[src/rtl/fifo_wr_ptr_ctrl.sv]
// Write-side pointer controller for an async FIFO: accepts writes, owns the Gray write pointer, raises full.
// Latency: mem_wr_en/mem_waddr are combinational from wr_req; wfull/wr_drop/wr_ptr_gray register 1 cycle later.
// Backpressure: writes are refused while wfull and flagged on wr_drop. Macro WR_ALMOST_FULL_EN adds walmost_full/wlevel.
module fifo_wr_ptr_ctrl #(
    parameter int ADDR_SIZE   = 4,
    parameter int SYNC_STAGES = 2,
    parameter int AF_MARGIN   = 2
) (
    input  logic                 clk,
    input  logic                 reset_n,
    input  logic                 wr_req,
    input  logic [ADDR_SIZE:0]   rd_ptr_gray,
    output logic [ADDR_SIZE:0]   wr_ptr_gray,
    output logic                 mem_wr_en,
    output logic [ADDR_SIZE-1:0] mem_waddr,
    output logic                 wfull,
    output logic                 wr_drop,
    output logic                 walmost_full,
    output logic [ADDR_SIZE:0]   wlevel
);
    localparam int AS = ADDR_SIZE;
    // Inverting the top two Gray bits is the Gray image of "read pointer + depth".
    localparam logic [AS:0] FULL_FLIP = (AS+1)'(3) << (AS-1);

    generate
        if (ADDR_SIZE < 1 || SYNC_STAGES < 2 || AF_MARGIN < 1 || AF_MARGIN > (2**ADDR_SIZE) - 1) begin : g_bad_param
            $error("fifo_wr_ptr_ctrl: illegal parameter combination");
        end
    endgenerate

    logic [AS:0] wbin;
    logic [AS:0] wbin_next;
    logic [AS:0] wgray_next;
    logic [AS:0] rq [SYNC_STAGES];
    logic [AS:0] rq_s;
    logic        accept;

    assign accept     = wr_req & ~wfull;
    assign mem_wr_en  = accept;
    assign mem_waddr  = wbin[AS-1:0];
    assign wbin_next  = wbin + (AS+1)'(accept);
    assign wgray_next = wbin_next ^ (wbin_next >> 1);
    assign rq_s       = rq[SYNC_STAGES-1];

    always_ff @(posedge clk or negedge reset_n) begin
        if (!reset_n) begin
            for (int i = 0; i < SYNC_STAGES; i++) begin
                rq[i] <= '0;
            end
        end else begin
            rq[0] <= rd_ptr_gray;
            for (int i = 1; i < SYNC_STAGES; i++) begin
                rq[i] <= rq[i-1];
            end
        end
    end

    always_ff @(posedge clk or negedge reset_n) begin
        if (!reset_n) begin
            wbin        <= '0;
            wr_ptr_gray <= '0;
            wfull       <= 1'b0;
            wr_drop     <= 1'b0;
        end else begin
            wbin        <= wbin_next;
            wr_ptr_gray <= wgray_next;
            wfull       <= (wgray_next == (rq_s ^ FULL_FLIP));
            wr_drop     <= wr_req & wfull;
        end
    end

`ifdef WR_ALMOST_FULL_EN
    localparam logic [AS:0] AF_LIMIT = (AS+1)'((2**AS) - AF_MARGIN);

    logic [AS:0] rbin_s;
    logic [AS:0] lvl;

    always_comb begin
        rbin_s = '0;
        for (int i = 0; i <= AS; i++) begin
            rbin_s[i] = ^(rq_s >> i);
        end
    end

    assign lvl = wbin_next - rbin_s;

    always_ff @(posedge clk or negedge reset_n) begin
        if (!reset_n) begin
            wlevel       <= '0;
            walmost_full <= 1'b0;
        end else begin
            wlevel       <= lvl;
            walmost_full <= (lvl >= AF_LIMIT);
        end
    end
`else
    assign wlevel       = '0;
    assign walmost_full = 1'b0;
`endif

endmodule
[config.mk]
export PLATFORM = sky130hd
export DESIGN_NAME = fifo_wr_ptr_ctrl
export DESIGN_NICKNAME = d
export VERILOG_FILES = /design/src/rtl/fifo_wr_ptr_ctrl.sv
export SDC_FILE = /design/constraint.sdc
export NUM_CORES = 1
export LEC_CHECK = 0
export BUFFER_PORTS_ARGS = -buffer_cell sky130_fd_sc_hd__buf_2
export CAP_MARGIN = 20
export CORE_MARGIN = 1.5
export CORE_UTILIZATION = 45
export CTS_BUF_LIST = sky130_fd_sc_hd__clkbuf_2
export CTS_CLUSTER_SIZE = 28
export DETAILED_ROUTE_END_ITERATION = 16
export GPL_TIMING_DRIVEN = 0
export PLACE_DENSITY_LB_ADDON = 0.3
export SYNTH_ARGS = -nofsm -noshare
export SYNTH_HDL_FRONTEND = slang
export SYNTH_SLANG_ARGS = --single-unit
[constraint.sdc]
create_clock -name clk -period 2.17 [get_ports clk]
set_clock_uncertainty 0.15 [all_clocks]
set_input_delay 0.217 -clock clk [delete_from_list [all_inputs] [get_ports clk]]
set_output_delay 0.217 -clock clk [all_outputs]
set_load 0.02 [all_outputs]
==> flow_summary.ini, run 1 <==
[placement]
gp_congestion = 0.725
place_ws_ps = -17.8
io_buffers = 19

[synth]
netlist_area_um2 = 812
synth_area_leader_cell = dfrtp_1
synth.yosys.warnings = 0
synth_cells = 56
ys_top_cells_by_area = dfrtp_1, xnor2_1, xor2_1, buf_4, ha_1
synthDistinctLibCells = 18
yosys.area.top_type_share_pct = 64.7
synth-seq-area-share_pct = 64.7
ys_ff_latch = 21
syn_avg_cell_area_um2 = 14.5

[setup_path]
start_kind = register
rr_endpoint = wfull$_DFF_PN0_
required_ps = 2240
slowest_stage = dfrtp_1
worstPathArrival_ps = 2070
crit_fanout = 5
critPathMaxStageDelay_ps = 450
reg2reg_from = wfull$_DFF_PN0_
r2r_cells = 7
ff2ff_setup_slack_ps = 160
path_class = reg2reg
crit_path_cell_trace = nor2b_4, ha_2, ha_4, xor2_2, xnor2_1, mux2i_1, nor4_2
crit_path_end_kind = register

[floorplan]
io_pins = 26
fp-row-count = 15
die_w_um = 45.5
start_util_pct = 47.5
dieArea_mm2 = 0.00207
fp.dieH_um = 45.5
core_mm2 = 0.00171

[status]
status = finished, final reports clean

[clocking]
cts.clk_slew.worst_paths_ps = 170
cts.path.max_buffers = 2
cts_tree = done
numCtsBuffers = 3
clock_latency_ps = 300
htreeDepth = 1
cts_sinks = 21
cts-root-buf = clkbuf_2

[power]
p_switching_w = 0.000607
ir_drop_uv = 646
pwr-share-comb_pct = 49.9
p_int_w = 0.000896
p_leak_nw = 0.529
clkPwrFrac_pct = 10.4
swShare_pct = 40.4
p_total_w = 0.00150
power_density_mw_per_mm2 = 1390
power_frac_seq_pct = 39.7

[global_routing]
grt-ovfl-total = 0
grt_pass1_wl_um = 1990
antenna_found_initial = 0
track_usage_pct = 14.0
grt_pass1_vias = 467
grt_start_max_net_pins = 22

[final_layout]
diodes = 0
fillers = 138
drive_gt1_share_pct = 40.7
area_growth_syn_to_layout_pct = 33.4
nets = 102
multi_input_area_um2 = 297
final_cell_mix = dfrtp_1, buf_2, xnor2_1, dlygate4sd3_1
register_area_um2 = 526
layout_commonest_cell = dfrtp_1

[min_path]
holdPathStages = 3
min_to = wbin[0]$_DFF_PN0_
hp-class = in2reg
hp-start = wr_req

[sta]
fmaxAchievable_mhz = 499
slew_violations = 0
hold_violations = 0
fin_crit_ps = 2010
setup-violations-final = 0
rsz0062_at_grt = no
fin_ws_ps = 165
period_share_pct = 92.4
holdWs_ps = 200
setup_tns_ps = 0

[drt]
viasPerCell = 4.24
drc = 0
ant_nets = 0
routed_wl_um = 1180
first_iter_violations = 1
vias = 492
first_pass_iters = 2
wire_per_inst_um = 10.1

[job]
maxCapViolations = 0
==> logic make-up after synthesis <==
group,count (synthesis),share of synthesized area (%)
adder cells (fa/ha/maj),2,3.08
other,1,0.462
AO/OA/AOI/OAI,3,3.08
buffers and inverters,6,5.55
flip-flops,21,64.7
XOR/XNOR,14,16.0
AND/OR/NAND/NOR,8,5.86
multiplexers,1,1.23
==> power groups by stage <==
stage	registers, W	logic (W)	clock network [W]
final	0.000597	0.000750	0.000156
after detailed placement	0.000604	0.000695	0
after CTS	0.000600	0.000738	0.000168
after global routing	0.000615	0.000833	0.000182
after floorplan	0.000719	0.000401	0
after global placement	0.000597	0.000681	0
==> layer usage <==
metal / part of all wire, % / up-vias / track usage [%] / wire length, µm
li1: - / 237 / - / -
met1: 43 / 235 / 17.4 / 500
met2: 51 / 18 / 22.5 / 598
met3: 5.4 / 2 / 2.38 / 63
met4: 1.0 / 0 / 8.82 / 12
met5: 0 / - / 0 / 0
==> state kept, by name, indices dropped and copies added (netlist names) <==
| register | flops |
|---|---|
| rq | 5 |
| wbin | 5 |
| wr_drop | 1 |
| rq_s | 5 |
| wr_ptr_gray | 4 |
| wfull | 1 |
==> cell type report <==
cell class / count / share of cell area, %
sequential: 21 / 48.5
tap: 25 / 2.89
clock buffer: 4 / 1.85
buffer: 6 / 4.16
multi-input combinational: 34 / 27.4
timing repair buffer: 26 / 15.2
==> worst max-delay path, delay by kind of cell, from the launching register on <==
| family | cells | cell delay, ps |
|---|---|---|
| xor gates and xnor gates | 2 | 380 |
| adders and majority gates | 2 | 430 |
| DFF | 1 | 450 |
| muxes | 1 | 110 |
| and+or+nand+nor | 2 | 400 |
==> what timing repair did <==
action                                  4_1_cts  5_1_grt
setup buffers                                 0        0
resized for setup                             2        2
hold buffers                                  7        0
endpoints found under the setup margin        1        1
pin swaps                                     0        0
endpoints found under the hold margin        27        0
==> worst max path at each step <==
| stage | startpoint | endpoint | slack [ps] |
|---|---|---|---|
| after floorplan | wfull$_DFF_PN0_ | wfull$_DFF_PN0_ | 40 |
| after global placement | wfull$_DFF_PN0_ | wfull$_DFF_PN0_ | 40 |
| after detailed placement | wfull$_DFF_PN0_ | wfull$_DFF_PN0_ | -20 |
| after CTS | wfull$_DFF_PN0_ | wfull$_DFF_PN0_ | 30 |
| after global routing | wfull$_DFF_PN0_ | wfull$_DFF_PN0_ | 0.8 |
| final | wfull$_DFF_PN0_ | wfull$_DFF_PN0_ | 160 |
==> Yosys cell counts (all sizes together) <==
cell    number
nand4        1
nor2b        1
mux2i        1
nand3        1
o22ai        1
xnor2        8
dfrtp       21
a21boi       2
nor4         1
and2         2
buf          6
xor2         6
conb         1
nor2         1
ha           2
and3         1
==> per-stage QoR <==
step | util (%) | std cells | instance area (µm²)
after CTS | 62.9 | 116 | 1070
final | 63.4 | 116 | 1080
after detailed placement | 56.9 | 105 | 972
after global placement | 56.9 | 105 | 972
after floorplan | - | 61 | 846
after global routing | 63.4 | 116 | 1080
Power figures use the tool's default switching activity.
==> run 2: changes to the inputs <==
==> constraint.sdc (replaced) <==
create_clock -name clk -period 2.17 [get_ports clk]
set_clock_uncertainty 0.15 [all_clocks]
set_input_delay 0.434 -clock clk [delete_from_list [all_inputs] [get_ports clk]]
set_output_delay 0.434 -clock clk [all_outputs]
set_load 0.02 [all_outputs]
==> run 2 against run 1 <==
Critical path depth did not move. Routed wire length fell by 5.4%. Sequential power barely moved. Sequential share of layout area rose by 2.8 points. Critical endpoint unchanged. Highest routed layer unchanged.
==> flow_summary.ini, run 2 (same netlist as run 1, synthesis figures left out) <==
[sta]
fmaxAchievable_mhz = 498
period_share_pct = 92.5
fin_ws_ps = 163
slew_violations = 0
holdWs_ps = 66.5
fin_crit_ps = 2010
hold_violations = 0
rsz0062_at_grt = no
setup-violations-final = 0

[setup_path]
r2r_cells = 7
worstPathArrival_ps = 2070
crit_fanout = 5
required_ps = 2240
path_class = reg2reg
crit_path_end_kind = register
start_kind = register
ff2ff_setup_slack_ps = 160

[clocking]
htreeDepth = 1
cts_tree = done
cts_setup_buffers = 0
clock_latency_ps = 300
cts_sinks = 21
numCtsBuffers = 3
cts.clk_slew.worst_paths_ps = 180
cts.path.max_buffers = 2
cts-root-buf = clkbuf_2

[floorplan]
io_pins = 26
fp.dieH_um = 45.5
dieArea_mm2 = 0.00207
core_mm2 = 0.00171
fp-row-count = 15
die_w_um = 45.5
start_util_pct = 47.5

[drt]
drc = 0
first_pass_iters = 2
vias = 463
routed_wl_um = 1110
viasPerCell = 4.21
wire_per_inst_um = 10.1
ant_nets = 0
first_iter_violations = 1

[placement]
post-place-cells = 105
place_ws_ps = -152
dpl-instance-area_um2 = 972
gp_congestion = 0.725
io_buffers = 19

[power]
p_leak_nw = 0.504
ir_drop_uv = 640
p_total_w = 0.00149
power_density_mw_per_mm2 = 1460

[global_routing]
track_usage_pct = 13.4
grt_pass1_wl_um = 1880
grt_start_max_net_pins = 22
grt_pass1_vias = 413
grt-ovfl-total = 0
antenna_found_initial = 0

[final_layout]
design_area_mm2 = 0.00102
nets = 96
fillers = 146
layout_commonest_cell = dfrtp_1
diodes = 0
area_growth_syn_to_layout_pct = 26.0
final_cell_mix = dfrtp_1, buf_2, xnor2_1
fin_cells = 110
drive_gt1_share_pct = 43.5

[min_path]
holdPathStages = 1
hp-class = in2reg

[job]
maxCapViolations = 0

[status]
status = finished, final reports clean
-- run 2: cell types whose count changed in the layout (fill, tap and decap cells not counted), sizes merged --
cell / before / now
dlygate4sd3: 7 / 1
-- run 2: final timing paths --
| kind | to | start |
|---|---|---|
| min in group asynchronous | wr_ptr_gray[2]$_DFF_PN0_ | reset_n |
| worst min register to register | rq_s[3]$_DFF_PN0_ | rq[8]$_DFF_PN0_ |
| worst min-delay path | rq[7]$_DFF_PN0_ | rd_ptr_gray[2] |
| worst max register to register | wfull$_DFF_PN0_ | wfull$_DFF_PN0_ |
| max in group asynchronous | rq[5]$_DFF_PN0_ | reset_n |
| worst max-delay path | wfull$_DFF_PN0_ | wfull$_DFF_PN0_ |
-- run 2: metal layers --
layer	wire length [µm]	share of wire (%)	global-route usage, %	vias up
li1	-	-	-	225
met1	483	43	17.7	218
met2	552	50	20.0	18
met3	64	5.8	2.38	2
met4	12	1.1	8.82	0
met5	0	0	0	-
-- run 2: area by class of cell --
class,instances,area (µm²),area share (%)
multi-input combinational,34,297,29.0
tap,25,31.3,3.06
buffer,6,45.0,4.40
timing repair buffer,20,105,10.3
clock buffer,4,20.0,1.96
sequential,21,526,51.3
-- run 2: report_power, final --
group | switching [W] | internal (W)
sequential | 0.0000941 | 0.000503
clock | 0.000107 | 0.0000488
combinational | 0.000405 | 0.000337
-- run 2: worst max-delay path, cell delays in order (launching register included) --
cell and delay, ps:
dfrtp_1 450, nor2b_4 120, ha_2 240, ha_4 190
xor2_2 220, xnor2_1 160, mux2i_1 110, nor4_2 280
-- run 2: timing repair --
action	4_1_cts	5_1_grt
hold buffers	1	0
setup endpoints to repair	1	1
hold endpoints to repair	21	0
resized for setup	2	2
cloned	0	0
-- run 2: metrics by stage --
stage / setup TNS [ps] / util, %
floorplan: 0 / -
global placement: -99.3 / 56.9
detailed placement: -152 / 56.9
CTS: 0 / 59.4
global route: 0 / 59.9
finish: 0 / 59.9
